<file path="src/rtl/wb_bus_arbiter_if.sv">
// rtl/wb_bus_arbiter_if.sv - Wishbone B4 point-to-point link used on each side of the arbiter
interface wb_bus_arbiter_if #(
  parameter int ADDR_W = 32,
  parameter int DATA_W = 32
);
  logic                  cyc;
  logic                  stb;
  logic                  we;
  logic [ADDR_W-1:0]     adr;
  logic [DATA_W-1:0]     dat_w;
  logic [DATA_W/8-1:0]   sel;
  logic                  ack;
  logic                  err;
  logic [DATA_W-1:0]     dat_r;

  // err only originates in the arbiter's watchdog, so the downstream link never carries it
  modport master (
    output cyc, stb, we, adr, dat_w, sel,
    input  ack, dat_r
  );

  modport slave (
    input  cyc, stb, we, adr, dat_w, sel,
    output ack, err, dat_r
  );
endinterface

</file>
<file path="src/rtl/wb_bus_arbiter.sv">
// rtl/wb_bus_arbiter.sv - Two-master Wishbone B4 arbiter with cycle-held grant, round-robin and watchdog
module wb_bus_arbiter #(
  parameter int ADDR_W  = 32,
  parameter int DATA_W  = 32,
  parameter int TIMEOUT = 255
) (
  input  logic             clk,
  input  logic             rst,
  wb_bus_arbiter_if.slave  m0,
  wb_bus_arbiter_if.slave  m1,
  wb_bus_arbiter_if.master s,
  output logic [1:0]       grant
);

  // State encoding doubles as the one-hot grant vector {M1,M0}
  localparam logic [1:0] IDLE = 2'b00;
  localparam logic [1:0] OWN0 = 2'b01;
  localparam logic [1:0] OWN1 = 2'b10;

  localparam bit WD_EN = (TIMEOUT > 0);
  localparam int CNT_W = (TIMEOUT > 1) ? $clog2(TIMEOUT) : 1;
  localparam logic [CNT_W-1:0] WD_LAST = CNT_W'((TIMEOUT > 0) ? TIMEOUT - 1 : 0);

  logic [1:0]          state, state_nx;
  logic                last_owner, last_owner_nx;
  logic [CNT_W-1:0]    wd_cnt, wd_cnt_nx;

  logic                owned, sel_m1;
  logic                own_cyc, own_stb, own_we, other_cyc;
  logic [ADDR_W-1:0]   own_adr;
  logic [DATA_W-1:0]   own_dat_w;
  logic [DATA_W/8-1:0] own_sel;
  logic                req_stb, stalled, expire;
  logic                s_cyc_int;

  assign owned  = (state != IDLE);
  assign sel_m1 = (state == OWN1);

  assign own_cyc   = sel_m1 ? m1.cyc   : m0.cyc;
  assign own_stb   = sel_m1 ? m1.stb   : m0.stb;
  assign own_we    = sel_m1 ? m1.we    : m0.we;
  assign own_adr   = sel_m1 ? m1.adr   : m0.adr;
  assign own_dat_w = sel_m1 ? m1.dat_w : m0.dat_w;
  assign own_sel   = sel_m1 ? m1.sel   : m0.sel;
  assign other_cyc = sel_m1 ? m0.cyc   : m1.cyc;

  assign req_stb = owned && own_cyc && own_stb;
  assign stalled = req_stb && !s.ack;
  // Expiry fires on the TIMEOUT-th consecutive unacknowledged strobe clock
  assign expire  = WD_EN && stalled && (wd_cnt == WD_LAST);

  assign s_cyc_int = owned && own_cyc && !expire;
  assign s.cyc     = s_cyc_int;
  assign s.stb     = s_cyc_int && own_stb;
  assign s.we      = s_cyc_int && own_we;
  assign s.sel     = s_cyc_int ? own_sel : '0;
  assign s.adr     = owned ? own_adr : '0;
  assign s.dat_w   = owned ? own_dat_w : '0;

  assign m0.ack   = (state == OWN0) && s.ack && !expire;
  assign m1.ack   = (state == OWN1) && s.ack && !expire;
  assign m0.err   = (state == OWN0) && expire;
  assign m1.err   = (state == OWN1) && expire;
  assign m0.dat_r = s.dat_r;
  assign m1.dat_r = s.dat_r;

  assign grant = state;

  always_comb begin
    state_nx      = state;
    last_owner_nx = last_owner;
    wd_cnt_nx     = '0;
    case (state)
      IDLE: begin
        if (m0.cyc && m1.cyc) begin
          state_nx = last_owner ? OWN0 : OWN1;
        end else if (m0.cyc) begin
          state_nx = OWN0;
        end else if (m1.cyc) begin
          state_nx = OWN1;
        end
      end
      OWN0, OWN1: begin
        if (expire) begin
          state_nx      = IDLE;
          last_owner_nx = sel_m1;
        end else if (!own_cyc) begin
          // Hand straight over to a waiting master without passing through IDLE
          last_owner_nx = sel_m1;
          if (other_cyc) begin
            state_nx = sel_m1 ? OWN0 : OWN1;
          end else begin
            state_nx = IDLE;
          end
        end else if (WD_EN && stalled) begin
          wd_cnt_nx = wd_cnt + CNT_W'(1);
        end
      end
      default: state_nx = IDLE;
    endcase
  end

  always_ff @(posedge clk or posedge rst) begin
    if (rst) begin
      state      <= IDLE;
      last_owner <= 1'b1;
      wd_cnt     <= '0;
    end else begin
      state      <= state_nx;
      last_owner <= last_owner_nx;
      wd_cnt     <= wd_cnt_nx;
    end
  end

endmodule

</file>
<file path="src/flat_wrapper.sv">
// flat-port wrapper written by rule: the top's interface ports become plain ports
module wb_bus_arbiter_flat 
#(
  parameter int ADDR_W  = 32,
  parameter int DATA_W  = 32,
  parameter int TIMEOUT = 255
)
  (clk, rst, grant, m0_cyc, m0_stb, m0_we, m0_adr, m0_dat_w, m0_sel, m0_ack, m0_err, m0_dat_r, m1_cyc, m1_stb, m1_we, m1_adr, m1_dat_w, m1_sel, m1_ack, m1_err, m1_dat_r, s_cyc, s_stb, s_we, s_adr, s_dat_w, s_sel, s_ack, s_dat_r);
  wb_bus_arbiter_if #(.ADDR_W(ADDR_W), .DATA_W(DATA_W)) m0_i ();
  wb_bus_arbiter_if #(.ADDR_W(ADDR_W), .DATA_W(DATA_W)) m1_i ();
  wb_bus_arbiter_if #(.ADDR_W(ADDR_W), .DATA_W(DATA_W)) s_i ();
  input  logic clk;
  input  logic rst;
  output logic [1:0] grant;
  input wire logic [$bits(m0_i.cyc)-1:0] m0_cyc;
  input wire logic [$bits(m0_i.stb)-1:0] m0_stb;
  input wire logic [$bits(m0_i.we)-1:0] m0_we;
  input wire logic [$bits(m0_i.adr)-1:0] m0_adr;
  input wire logic [$bits(m0_i.dat_w)-1:0] m0_dat_w;
  input wire logic [$bits(m0_i.sel)-1:0] m0_sel;
  output wire logic [$bits(m0_i.ack)-1:0] m0_ack;
  output wire logic [$bits(m0_i.err)-1:0] m0_err;
  output wire logic [$bits(m0_i.dat_r)-1:0] m0_dat_r;
  input wire logic [$bits(m1_i.cyc)-1:0] m1_cyc;
  input wire logic [$bits(m1_i.stb)-1:0] m1_stb;
  input wire logic [$bits(m1_i.we)-1:0] m1_we;
  input wire logic [$bits(m1_i.adr)-1:0] m1_adr;
  input wire logic [$bits(m1_i.dat_w)-1:0] m1_dat_w;
  input wire logic [$bits(m1_i.sel)-1:0] m1_sel;
  output wire logic [$bits(m1_i.ack)-1:0] m1_ack;
  output wire logic [$bits(m1_i.err)-1:0] m1_err;
  output wire logic [$bits(m1_i.dat_r)-1:0] m1_dat_r;
  output wire logic [$bits(s_i.cyc)-1:0] s_cyc;
  output wire logic [$bits(s_i.stb)-1:0] s_stb;
  output wire logic [$bits(s_i.we)-1:0] s_we;
  output wire logic [$bits(s_i.adr)-1:0] s_adr;
  output wire logic [$bits(s_i.dat_w)-1:0] s_dat_w;
  output wire logic [$bits(s_i.sel)-1:0] s_sel;
  input wire logic [$bits(s_i.ack)-1:0] s_ack;
  input wire logic [$bits(s_i.dat_r)-1:0] s_dat_r;
  assign m0_i.cyc = m0_cyc;
  assign m0_i.stb = m0_stb;
  assign m0_i.we = m0_we;
  assign m0_i.adr = m0_adr;
  assign m0_i.dat_w = m0_dat_w;
  assign m0_i.sel = m0_sel;
  assign m0_ack = m0_i.ack;
  assign m0_err = m0_i.err;
  assign m0_dat_r = m0_i.dat_r;
  assign m1_i.cyc = m1_cyc;
  assign m1_i.stb = m1_stb;
  assign m1_i.we = m1_we;
  assign m1_i.adr = m1_adr;
  assign m1_i.dat_w = m1_dat_w;
  assign m1_i.sel = m1_sel;
  assign m1_ack = m1_i.ack;
  assign m1_err = m1_i.err;
  assign m1_dat_r = m1_i.dat_r;
  assign s_cyc = s_i.cyc;
  assign s_stb = s_i.stb;
  assign s_we = s_i.we;
  assign s_adr = s_i.adr;
  assign s_dat_w = s_i.dat_w;
  assign s_sel = s_i.sel;
  assign s_i.ack = s_ack;
  assign s_i.dat_r = s_dat_r;
  wb_bus_arbiter #(.ADDR_W(ADDR_W), .DATA_W(DATA_W), .TIMEOUT(TIMEOUT)) u_core (.clk(clk), .rst(rst), .m0(m0_i), .m1(m1_i), .s(s_i), .grant(grant));
endmodule
</file>
<file path="config.mk">
export PLATFORM = sky130hd
export DESIGN_NAME = wb_bus_arbiter_flat
export DESIGN_NICKNAME = d
export VERILOG_FILES = /design/src/rtl/wb_bus_arbiter_if.sv /design/src/rtl/wb_bus_arbiter.sv /design/src/flat_wrapper.sv
export SDC_FILE = /design/constraint.sdc
export NUM_CORES = 1
export LEC_CHECK = 0
export BUFFER_PORTS_ARGS = -buffer_cell sky130_fd_sc_hd__buf_4
export CORE_AREA = 10 10 116 118
export DETAILED_ROUTE_END_ITERATION = 8
export DIE_AREA = 0 0 126 128
export PLACE_DENSITY_LB_ADDON = 0.12
export SLEW_MARGIN = 40
export SYNTH_ARGS = -nofsm -noshare
export SYNTH_HDL_FRONTEND = slang
export SYNTH_SLANG_ARGS = --single-unit
</file>
<file path="constraint.sdc">
create_clock -name clk -period 2.1 [get_ports clk]
set_input_delay 0.42 -clock clk [delete_from_list [all_inputs] [get_ports clk]]
set_output_delay 0.42 -clock clk [all_outputs]
set_load 0.02 [all_outputs]
</file>
==> impl_metrics.toml, run 1 <==
[synthesis]
synth_edf_count = 0
synth.area.top_cells = "mux2i_1 31%, buf_4 21%, nor2_1 11%"
synth.largest_area_cell = "mux2i_1"
async_flop_share = 1.000
ys_warn_count = 0
syn_nets = 486
ys_seq_elements = 11
syn_inst = 302
netlist_area_sq_um = 2283
yosysSeqAreaShare = 0.1211
synth_top_area_share = 0.3068
syn_avg_cell_area_sq_um = 7.561
synth_ff_type = "dfrtp_1"
ys_types = 33

[final_layout]
seqCellArea_sq_um = 279.0
antenna_cells = 0
n_fill_cell = 1203
drive_gt1_frac = 0.5894
area_delta_synth_final_pct = 78.79
layout.cells.non_filler = 613
nets = 655
multi_input_area_sq_um = 1483
stdcell_area_sq_um = 4083

[grt]
grt_pass1_wl_mm = 16.84
use_met3 = 0.03598
grt_max_degree = 25
first_global_vias = 2814
grt_use_met1 = 0.1434
grt_overflow = 0
grt-busiest-layer = "met2"
grt_antenna_before_repair = 0
grt_usage = 0.1281
grt_util_met2 = 0.2315

[clock_tree]
postCtsHoldBufs = 0
cts_tree = "done"
clkTransAtPathRegs_ps = 40
htree_levels = 1
ctsLongestPathBuffers = 2
cts_buffers = 3
clock-root-buffer = "clkbuf_16"
clock_latency_ps = 240
clkSinkCount = 11

[placement]
placed_cells = 602
place.gp.congestion = 0.7978
portBuffers = 221
place_ws_ps = -85.02
hpwl_mm = 9.522
post_dp_cell_area_sq_um = 3774

[route]
ant_nets = 0
drt-pass1-iter-count = 4
routed_wl_mm = 11.56
wl_per_cell_um = 18.86
vias_per_cell = 4.233
drt_iter0_markers = 95
vias = 2595
drc_errors = 0

[die]
core-area_sq_um = 11220
die-area_sq_um = 16130
die_h_um = 128
rows = 39
io_pins = 318
die_x_um = 126
start_util = 0.2035

[status]
status = "finished, violations left"
violations = "setup timing"

[sta]
slew_viol_final = 0
grt_setup_unrepaired = "yes"
fin_skew_ps = 1.474
finalHoldViolCount = 0
layout_min_cycle_time_ps = 2409
whs_ps = 184.8
finalWorstSetupSlack_ps = -308.9
tightest_slew_ps = 434.1
finalCritPeriodShare = 1.147
slew_headroom = 0.7103
setup_viol = 68
fmax_ghz = 0.4151

[job]
cap_violations = 0

[pwr]
p_leak_uw = 0.002077
max-vdd-ir-drop_mv = 0.6782
cellPowerDensity_nw_per_um2 = 1371
power_uw = 5596

[min_path]
hp-class = "in -> async"

[worst_setup_path]
critical_path_required_ps = 1680
crit_arrival_ps = 1990
rr_worst_depth = 9
path_class = "reg -> out"
cp-start-kind = "flop"
crit_fanout = 5
cp-end-kind = "output pin"
## cell type report
cell class	count	share of cell area
inverters	7	0.007662
well taps	143	0.04382
repair buffers	246	0.4977
flip-flops and latches	11	0.06834
clock buffers	4	0.01931
multi-input cells	202	0.3632
## layout by cell type (no fill, tap or decap), drive strengths merged, types with 2 or more instances in the layout
| master | synthesis | final |
|---|---|---|
| ha | 7 | 7 |
| buf | 75 | 244 |
| xnor2 | 3 | 3 |
| nand3 | 5 | 5 |
| nand2 | 10 | 10 |
| nor2 | 81 | 81 |
| or2 | 2 | 2 |
| and2 | 4 | 4 |
| inv | 7 | 7 |
| mux2 | 2 | 2 |
| o21ai | 4 | 4 |
| clkbuf | 7 | 5 |
| xor2 | 3 | 3 |
| mux2i | 70 | 70 |
| dfrtp | 10 | 10 |
| a32oi | 2 | 2 |
## registers in the layout (all words and copies together) (netlist names)
name	flops
u_core.grant	2
u_core.wd_cnt	8
u_core.last_owner	1
## metal layers
metal | up-vias | routed length (um) | share of wire
li1 | 1264 | - | -
met4 | 0 | 259 | 0.022
met5 | - | 0 | 0
met1 | 1172 | 4340 | 0.38
met3 | 28 | 929 | 0.080
met2 | 131 | 6034 | 0.52
## worst max-delay path: stages (launching register included)
cell and delay (ps):
dfrtp_2 440, ha_4 180, mux2_4 300, a41o_1 200, or2_4 270, buf_12 150, nor2_4 90, buf_6 120
## synth_stat cells (2+ instances only)
library cell  count
a32oi_1           2
and2_1            4
buf_1             2
buf_2             7
buf_4            65
clkbuf_1          7
dfrtp_1          10
ha_1              7
inv_1             6
mux2i_1          70
nand2_1          10
nand3_1           5
nor2_1           68
nor2_2           13
o21ai_0           3
or2_1             2
xnor2_1           3
xor2_1            3
## logic make-up (layout without fill, tap and decap cells)
kind of cell             after synthesis  in the layout  share of synthesized area
AO/OA/AOI/OAI                          7              7                    0.02082
multiplexers                          72             72                     0.3184
flip-flops                            11             11                     0.1211
AND/OR/NAND/NOR                      110            110                     0.2181
buffers and inverters                 89            257                     0.2603
XOR/XNOR                               6              6                    0.02302
adder cells (fa/ha/maj)                7              7                    0.03835
## repair_timing
| action | 4_1_cts | 5_1_grt |
|---|---|---|
| endpoints found under the setup margin | 71 | 71 |
| pin swaps | 3 | 7 |
| gates cloned | 2 | 1 |
| resized for setup | 17 | 13 |
| buffers inserted | 3 | 1 |
## report_power, final
part / switching (uW) / internal (uW) / total [uW] / leakage (uW)
Sequential: 34.1 / 255 / 289 / 0.000144
Clock: 92.3 / 255 / 347 / 0.0000382
Combinational: 2610 / 2350 / 4960 / 0.00189
Total: 2740 / 2860 / 5600 / 0.00208
## final timing paths
| check | start | endpoint | slack, ps |
|---|---|---|---|
| max | u_core.grant[1]$_DFFE_PP0P_ | s_sel[0] | -310 |
| min | rst | u_core.wd_cnt[4]$_DFF_PP0_ | 180 |
| max reg2reg | u_core.grant[1]$_DFFE_PP0P_ | u_core.wd_cnt[7]$_DFF_PP0_ | 30 |
| min reg2reg | u_core.wd_cnt[0]$_DFF_PP0_ | u_core.wd_cnt[0]$_DFF_PP0_ | 530 |
| max in group asynchronous | rst | u_core.last_owner$_DFFE_PP1P_ | 1580 |
| min in group clk | u_core.wd_cnt[0]$_DFF_PP0_ | u_core.wd_cnt[0]$_DFF_PP0_ | 530 |
## per-stage QoR
step,utilization,setup TNS [ps]
after floorplan,-,-150.5
after global placement,0.3362,-342.5
after detailed placement,0.3362,-416.8
after CTS,0.3565,-10520
after global routing,0.3638,-13160
final,0.3638,-7051
Note: power is estimated with default switching activity, not from simulation.
==> run 2: changes to the inputs <==
--- a/config.mk
+++ b/config.mk
@@ -6,9 +6,11 @@
 export NUM_CORES = 1
 export LEC_CHECK = 0
 export BUFFER_PORTS_ARGS = -buffer_cell sky130_fd_sc_hd__buf_4
-export CORE_AREA = 10 10 116 118
+export CELL_PAD_IN_SITES_DETAIL_PLACEMENT = 1
+export CELL_PAD_IN_SITES_GLOBAL_PLACEMENT = 2
+export CORE_MARGIN = 10
+export CORE_UTILIZATION = 12
 export DETAILED_ROUTE_END_ITERATION = 8
-export DIE_AREA = 0 0 126 128
 export PLACE_DENSITY_LB_ADDON = 0.12
 export SLEW_MARGIN = 40
 export SYNTH_ARGS = -nofsm -noshare
==> run 2 against run 1 <==
Effect of this change: the flow still finishes with violations (setup timing); core utilization is 12 points lower; fmax is 0.60% higher; register-to-register slack worse by 70 ps; sequential power is 2% lower; clock-buffer cell count stayed put; setup slack better by 14 ps; combinational power is 17% higher; power is 15% higher; clock skew hardly changed; critical path depth is 1 higher; largest cell class unchanged; largest power group unchanged.
==> impl_metrics.toml, run 2 (same netlist as run 1, synthesis figures left out) <==
[worst_setup_path]
cp-start-kind = "flop"
crit_fanout = 6
cp-end-kind = "output pin"
r2r-end = "u_core.wd_cnt[7]$_DFF_PP0_"
r2r-start = "u_core.grant[1]$_DFFE_PP0P_"
path_class = "reg -> out"
crit_arrival_ps = 1970
critical_path_required_ps = 1680
rrSetupSlack_ps = -40
rr_worst_depth = 10

[sta]
grt_setup_unrepaired = "yes"
slew_viol_final = 0
finalCritPeriodShare = 1.140
layout_min_cycle_time_ps = 2395
tightest_slew_ps = 465.9
fin_skew_ps = 1.100
finalHoldViolCount = 0
finalWorstSetupSlack_ps = -294.6
slew_headroom = 0.6891
setup_viol = 81
fmax_ghz = 0.4176

[grt]
grt_usage = 0.09670
first_global_vias = 2955
grt_antenna_before_repair = 0
grt_max_degree = 34
grt_overflow = 0
grt_pass1_wl_mm = 18.58

[final_layout]
antenna_cells = 0
n_fill_cell = 2203
top_register = "u_core.wd_cnt"
mostFrequentLayoutCell = "buf_4"
final_cell_mix = "232 x buf_4, 67 x nor2_1, 65 x mux2i_1"
largest_register_ffs = 8
drive_gt1_frac = 0.6115
multi_input_area_sq_um = 1491
seqCellArea_sq_um = 279.0
nets = 674
layout.cells.non_filler = 723
area_delta_synth_final_pct = 98.30

[die]
io_pins = 318
die_x_um = 157.9
core-area_sq_um = 18710
die_h_um = 157.9
start_util = 0.1221
die-area_sq_um = 24950
rows = 50

[placement]
hpwl_mm = 10.67
portBuffers = 221
place.gp.congestion = 0.7242
placed_cells = 694

[pwr]
cellPowerDensity_nw_per_um2 = 1422
p_leak_uw = 0.002231
max-vdd-ir-drop_mv = 0.2946
power_uw = 6441

[route]
vias = 2708
wl_per_cell_um = 19.85
ant_nets = 0
vias_per_cell = 3.746
drc_errors = 0
routed_wl_mm = 14.35
drt-pass1-iter-count = 4
drt_iter0_markers = 54

[clock_tree]
cts_buffers = 3
ctsLongestPathBuffers = 2
htree_levels = 1
clkSinkCount = 11
clock-root-buffer = "clkbuf_16"
clock_latency_ps = 240
cts_tree = "done"
clkTransAtPathRegs_ps = 40

[job]
cap_violations = 0

[status]
status = "finished, violations left"
violations = "setup timing"

[min_path]
hp-class = "in -> async"
-- run 2: cell count changes in the layout (fill, tap and decap cells not counted), moves of 3 or more --
| cell | change |
|---|---|
| buf_4 | +6 |
| buf_16 | +3 |
| buf_12 | +3 |
| mux2i_2 | +5 |
| clkbuf_16 | +6 |
| mux2i_1 | -5 |
-- run 2: power breakdown --
group	switching [uW]	leakage, uW	internal, uW
logic	2940	0.00205	2860
registers	27.2	0.000144	255
clock network	98.4	0.0000382	255
total	3070	0.00223	3370
-- run 2: cell type report --
class,count,share of cell area
timing repair buffer,265,0.5211
multi-input combinational,202,0.3294
tap,234,0.06466
sequential,11,0.06162
clock buffer,4,0.01741
inverter,7,0.005803
-- run 2: critical path, stage by stage (launching register included) --
cell     delay [ps]
dfrtp_2         400
inv_2            90
ha_4            140
mux2_4          300
a41o_1          190
or2_4           260
buf_12          150
nor2_4           80
buf_6           120
-- run 2: stage by stage --
stage	util	cell area (sq um)	setup TNS (ps)	setup WS, ps	hold slack, ps
after global routing	0.2421	4528	-13470	-372.5	252.4
after floorplan	-	2330	-150.5	-47.78	271.6
after detailed placement	0.2082	3895	-695.6	-123.3	479.4
after CTS	0.2253	4214	-11040	-324.3	222.4
after global placement	0.2082	3895	-486.7	-88.52	477.3
final	0.2421	4528	-6507	-294.6	195.8
-- run 2: routing by layer --
layer / global-route usage / routed length (um) / vias to the layer above
li1: - / - / 1308
met1: 0.09949 / 5262 / 1233
met2: 0.1872 / 7551 / 140
met3: 0.02931 / 1335 / 27
met4: 0.01985 / 200 / 0
met5: 0 / 0 / -
-- run 2: what timing repair did --
action,4_1_cts,5_1_grt
buffers inserted,2,12
resized for setup,20,20
hold buffers,0,0
cloned,5,7
setup endpoints to repair,73,78
pin swaps,3,11
-- run 2: worst max path at each step --
stage,endpoint,slack (ps),depth (start not counted),start
3_3_place_gp,s_sel[0],-90,8,u_core.grant[0]$_DFFE_PP0P_
4_1_cts,s_sel[0],-320,8,u_core.grant[0]$_DFFE_PP0P_
5_1_grt,s_sel[0],-370,8,u_core.grant[0]$_DFFE_PP0P_
6_report,s_sel[0],-290,8,u_core.grant[0]$_DFFE_PP0P_
3_5_place_dp,s_we,-120,8,u_core.grant[0]$_DFFE_PP0P_
2_1_floorplan,s_stb,-50,7,u_core.grant[0]$_DFFE_PP0P_
==> run 3: changes to the inputs <==
--- a/config.mk
+++ b/config.mk
@@ -8,8 +8,9 @@
 export BUFFER_PORTS_ARGS = -buffer_cell sky130_fd_sc_hd__buf_4
 export CELL_PAD_IN_SITES_DETAIL_PLACEMENT = 1
 export CELL_PAD_IN_SITES_GLOBAL_PLACEMENT = 2
+export CORE_ASPECT_RATIO = 2
 export CORE_MARGIN = 10
-export CORE_UTILIZATION = 12
+export CORE_UTILIZATION = 14
 export DETAILED_ROUTE_END_ITERATION = 8
 export PLACE_DENSITY_LB_ADDON = 0.12
 export SLEW_MARGIN = 40
==> constraint.sdc (replaced) <==
create_clock -name clk -period 2.8 [get_ports clk]
set_input_delay 0.56 -clock clk [delete_from_list [all_inputs] [get_ports clk]]
set_output_delay 0.56 -clock clk [all_outputs]
set_load 0.02 [all_outputs]
==> run 3 against run 2 <==
Effect of this change: the run now ends clean; flip-flop and latch count did not move; clock-buffer cell count is 1 lower; register-to-register slack gained 870 ps; final cell count decreased by 9.3%; core utilization shrank 0.79 points; power is 42% lower; design area down 16%; non-clock buffer count down 37; die area is 11% lower; clock skew rose by 1.7 ps.
==> impl_metrics.toml, run 3 (same netlist as run 1, synthesis figures left out) <==
[grt]
grt_pass1_wl_mm = 17.98
grt_overflow = 0
grt_max_degree = 74
grt_usage = 0.1073
grt_antenna_before_repair = 0
first_global_vias = 2752

[placement]
portBuffers = 221
hpwl_mm = 11.09
place.gp.congestion = 0.7698
post_dp_cell_area_sq_um = 3695
place_ws_ps = 199.9

[route]
drc_errors = 0
drt_iter0_markers = 51
ant_nets = 0
vias_per_cell = 3.904
wl_per_cell_um = 19.81
vias = 2561
drt-pass1-iter-count = 4
routed_wl_mm = 13.00

[sta]
finalWorstSetupSlack_ps = 113.7
setup_viol = 0
fin_skew_ps = 2.838
setup_tns_ps = 0
tightest_slew_ps = 572.4
slew_headroom = 0.6184
slew_viol_final = 0
finalCritPeriodShare = 0.9594
finalHoldViolCount = 0
grt_setup_unrepaired = "no"
layout_min_cycle_time_ps = 2686
fmax_ghz = 0.3723

[final_layout]
top_register = "u_core.wd_cnt"
multi_input_area_sq_um = 1428
antenna_cells = 0
seqCellArea_sq_um = 276.5
area_delta_synth_final_pct = 65.97
largest_register_ffs = 8
stdcell_area_sq_um = 3790
final_cell_mix = "227 x buf_4, 70 x mux2i_1, 68 x nor2_1"
nets = 637
n_fill_cell = 1999
mostFrequentLayoutCell = "buf_4"
drive_gt1_frac = 0.5575

[die]
die_x_um = 110.3
core-area_sq_um = 16190
io_pins = 318
die_h_um = 200.6
die-area_sq_um = 22130
start_util = 0.1411
rows = 66

[clock_tree]
postCtsHoldBufs = 0
htree_levels = 1
cts_tree = "done"
clkSinkCount = 11
clock_latency_ps = 240
clkTransAtPathRegs_ps = 50
ctsLongestPathBuffers = 2
cts_buffers = 3
clock-root-buffer = "clkbuf_16"

[pwr]
p_leak_uw = 0.001918
max-vdd-ir-drop_mv = 0.5267
power_uw = 3715
cellPowerDensity_nw_per_um2 = 980.3

[worst_setup_path]
cp-start-kind = "flop"
critical_path_required_ps = 2240
path_class = "reg -> out"
crit_arrival_ps = 2130
cp-end-kind = "output pin"
crit_fanout = 5

[status]
status = "completed"

[min_path]
hp-class = "in -> async"

[job]
cap_violations = 0
==> run 3: changes by cell type in the layout (fill, tap and decap cells not counted), sizes merged <==
| cell | previous run | this run |
|---|---|---|
| clkinv | 0 | 1 |
| buf | 258 | 228 |
| clkbuf | 11 | 3 |
==> run 3: timing repair <==
| action | 4_1_cts | 5_1_grt |
|---|---|---|
| resized for setup | 1 | 0 |
| pin swaps | 0 | 0 |
| gates cloned | 0 | 0 |
| endpoints found under the setup margin | 6 | 6 |
| buffers inserted | 0 | 2 |
==> run 3: final cells by class <==
type / count / share of cell area
Inverter: 7 / 0.006933
Clock inverter: 1 / 0.001321
Clock buffer: 3 / 0.01981
Timing Repair Buffer: 228 / 0.4549
Sequential cell: 11 / 0.07296
Tap cell: 204 / 0.06735
Multi-Input combinational cell: 202 / 0.3767
==> run 3: per-stage QoR <==
step	utilization	std cells	hold WS, ps
after floorplan	-	302	411.7
after global placement	0.2283	650	514.4
after detailed placement	0.2283	650	512.7
after CTS	0.2332	654	356.8
after global routing	0.2342	656	372.5
final	0.2342	656	330.5
==> run 3: worst paths after layout <==
path / startpoint / to / slack, ps / depth (start not counted)
worst max-delay path: u_core.grant[1]$_DFFE_PP0P_ / s_sel[0] / 110 / 7
worst min-delay path: rst / u_core.wd_cnt[6]$_DFF_PP0_ / 330 / 2
worst max register to register: u_core.grant[0]$_DFFE_PP0P_ / u_core.wd_cnt[3]$_DFF_PP0_ / 830 / 7
worst min register to register: u_core.wd_cnt[0]$_DFF_PP0_ / u_core.wd_cnt[0]$_DFF_PP0_ / 530 / 1
max in group asynchronous: rst / u_core.last_owner$_DFFE_PP1P_ / 2130 / 2
min in group clk: u_core.wd_cnt[0]$_DFF_PP0_ / u_core.wd_cnt[0]$_DFF_PP0_ / 530 / 1
==> run 3: worst max-delay path: stages (launching register included) <==
cell and delay, ps:
dfrtp_1 440, ha_4 200, mux2_4 320, a41o_1 270
or2_1 240, buf_4 170, nor2_2 100, buf_4 140
==> run 3: layer usage <==
layer | part of all wire | vias up | track usage | wire length [um]
li1 | - | 1223 | - | -
met4 | 0.032 | 0 | 0.03875 | 410
met3 | 0.097 | 38 | 0.02637 | 1256
met2 | 0.58 | 129 | 0.2204 | 7593
met1 | 0.29 | 1171 | 0.09003 | 3734
met5 | 0 | - | 0 | 0
==> run 3: where the power goes <==
part	internal, uW	leakage (uW)	total (uW)	switching (uW)
clock	190	0.0000409	268	78.4
sequential	189	0.000147	214	25.5
combinational	1370	0.00173	3230	1870
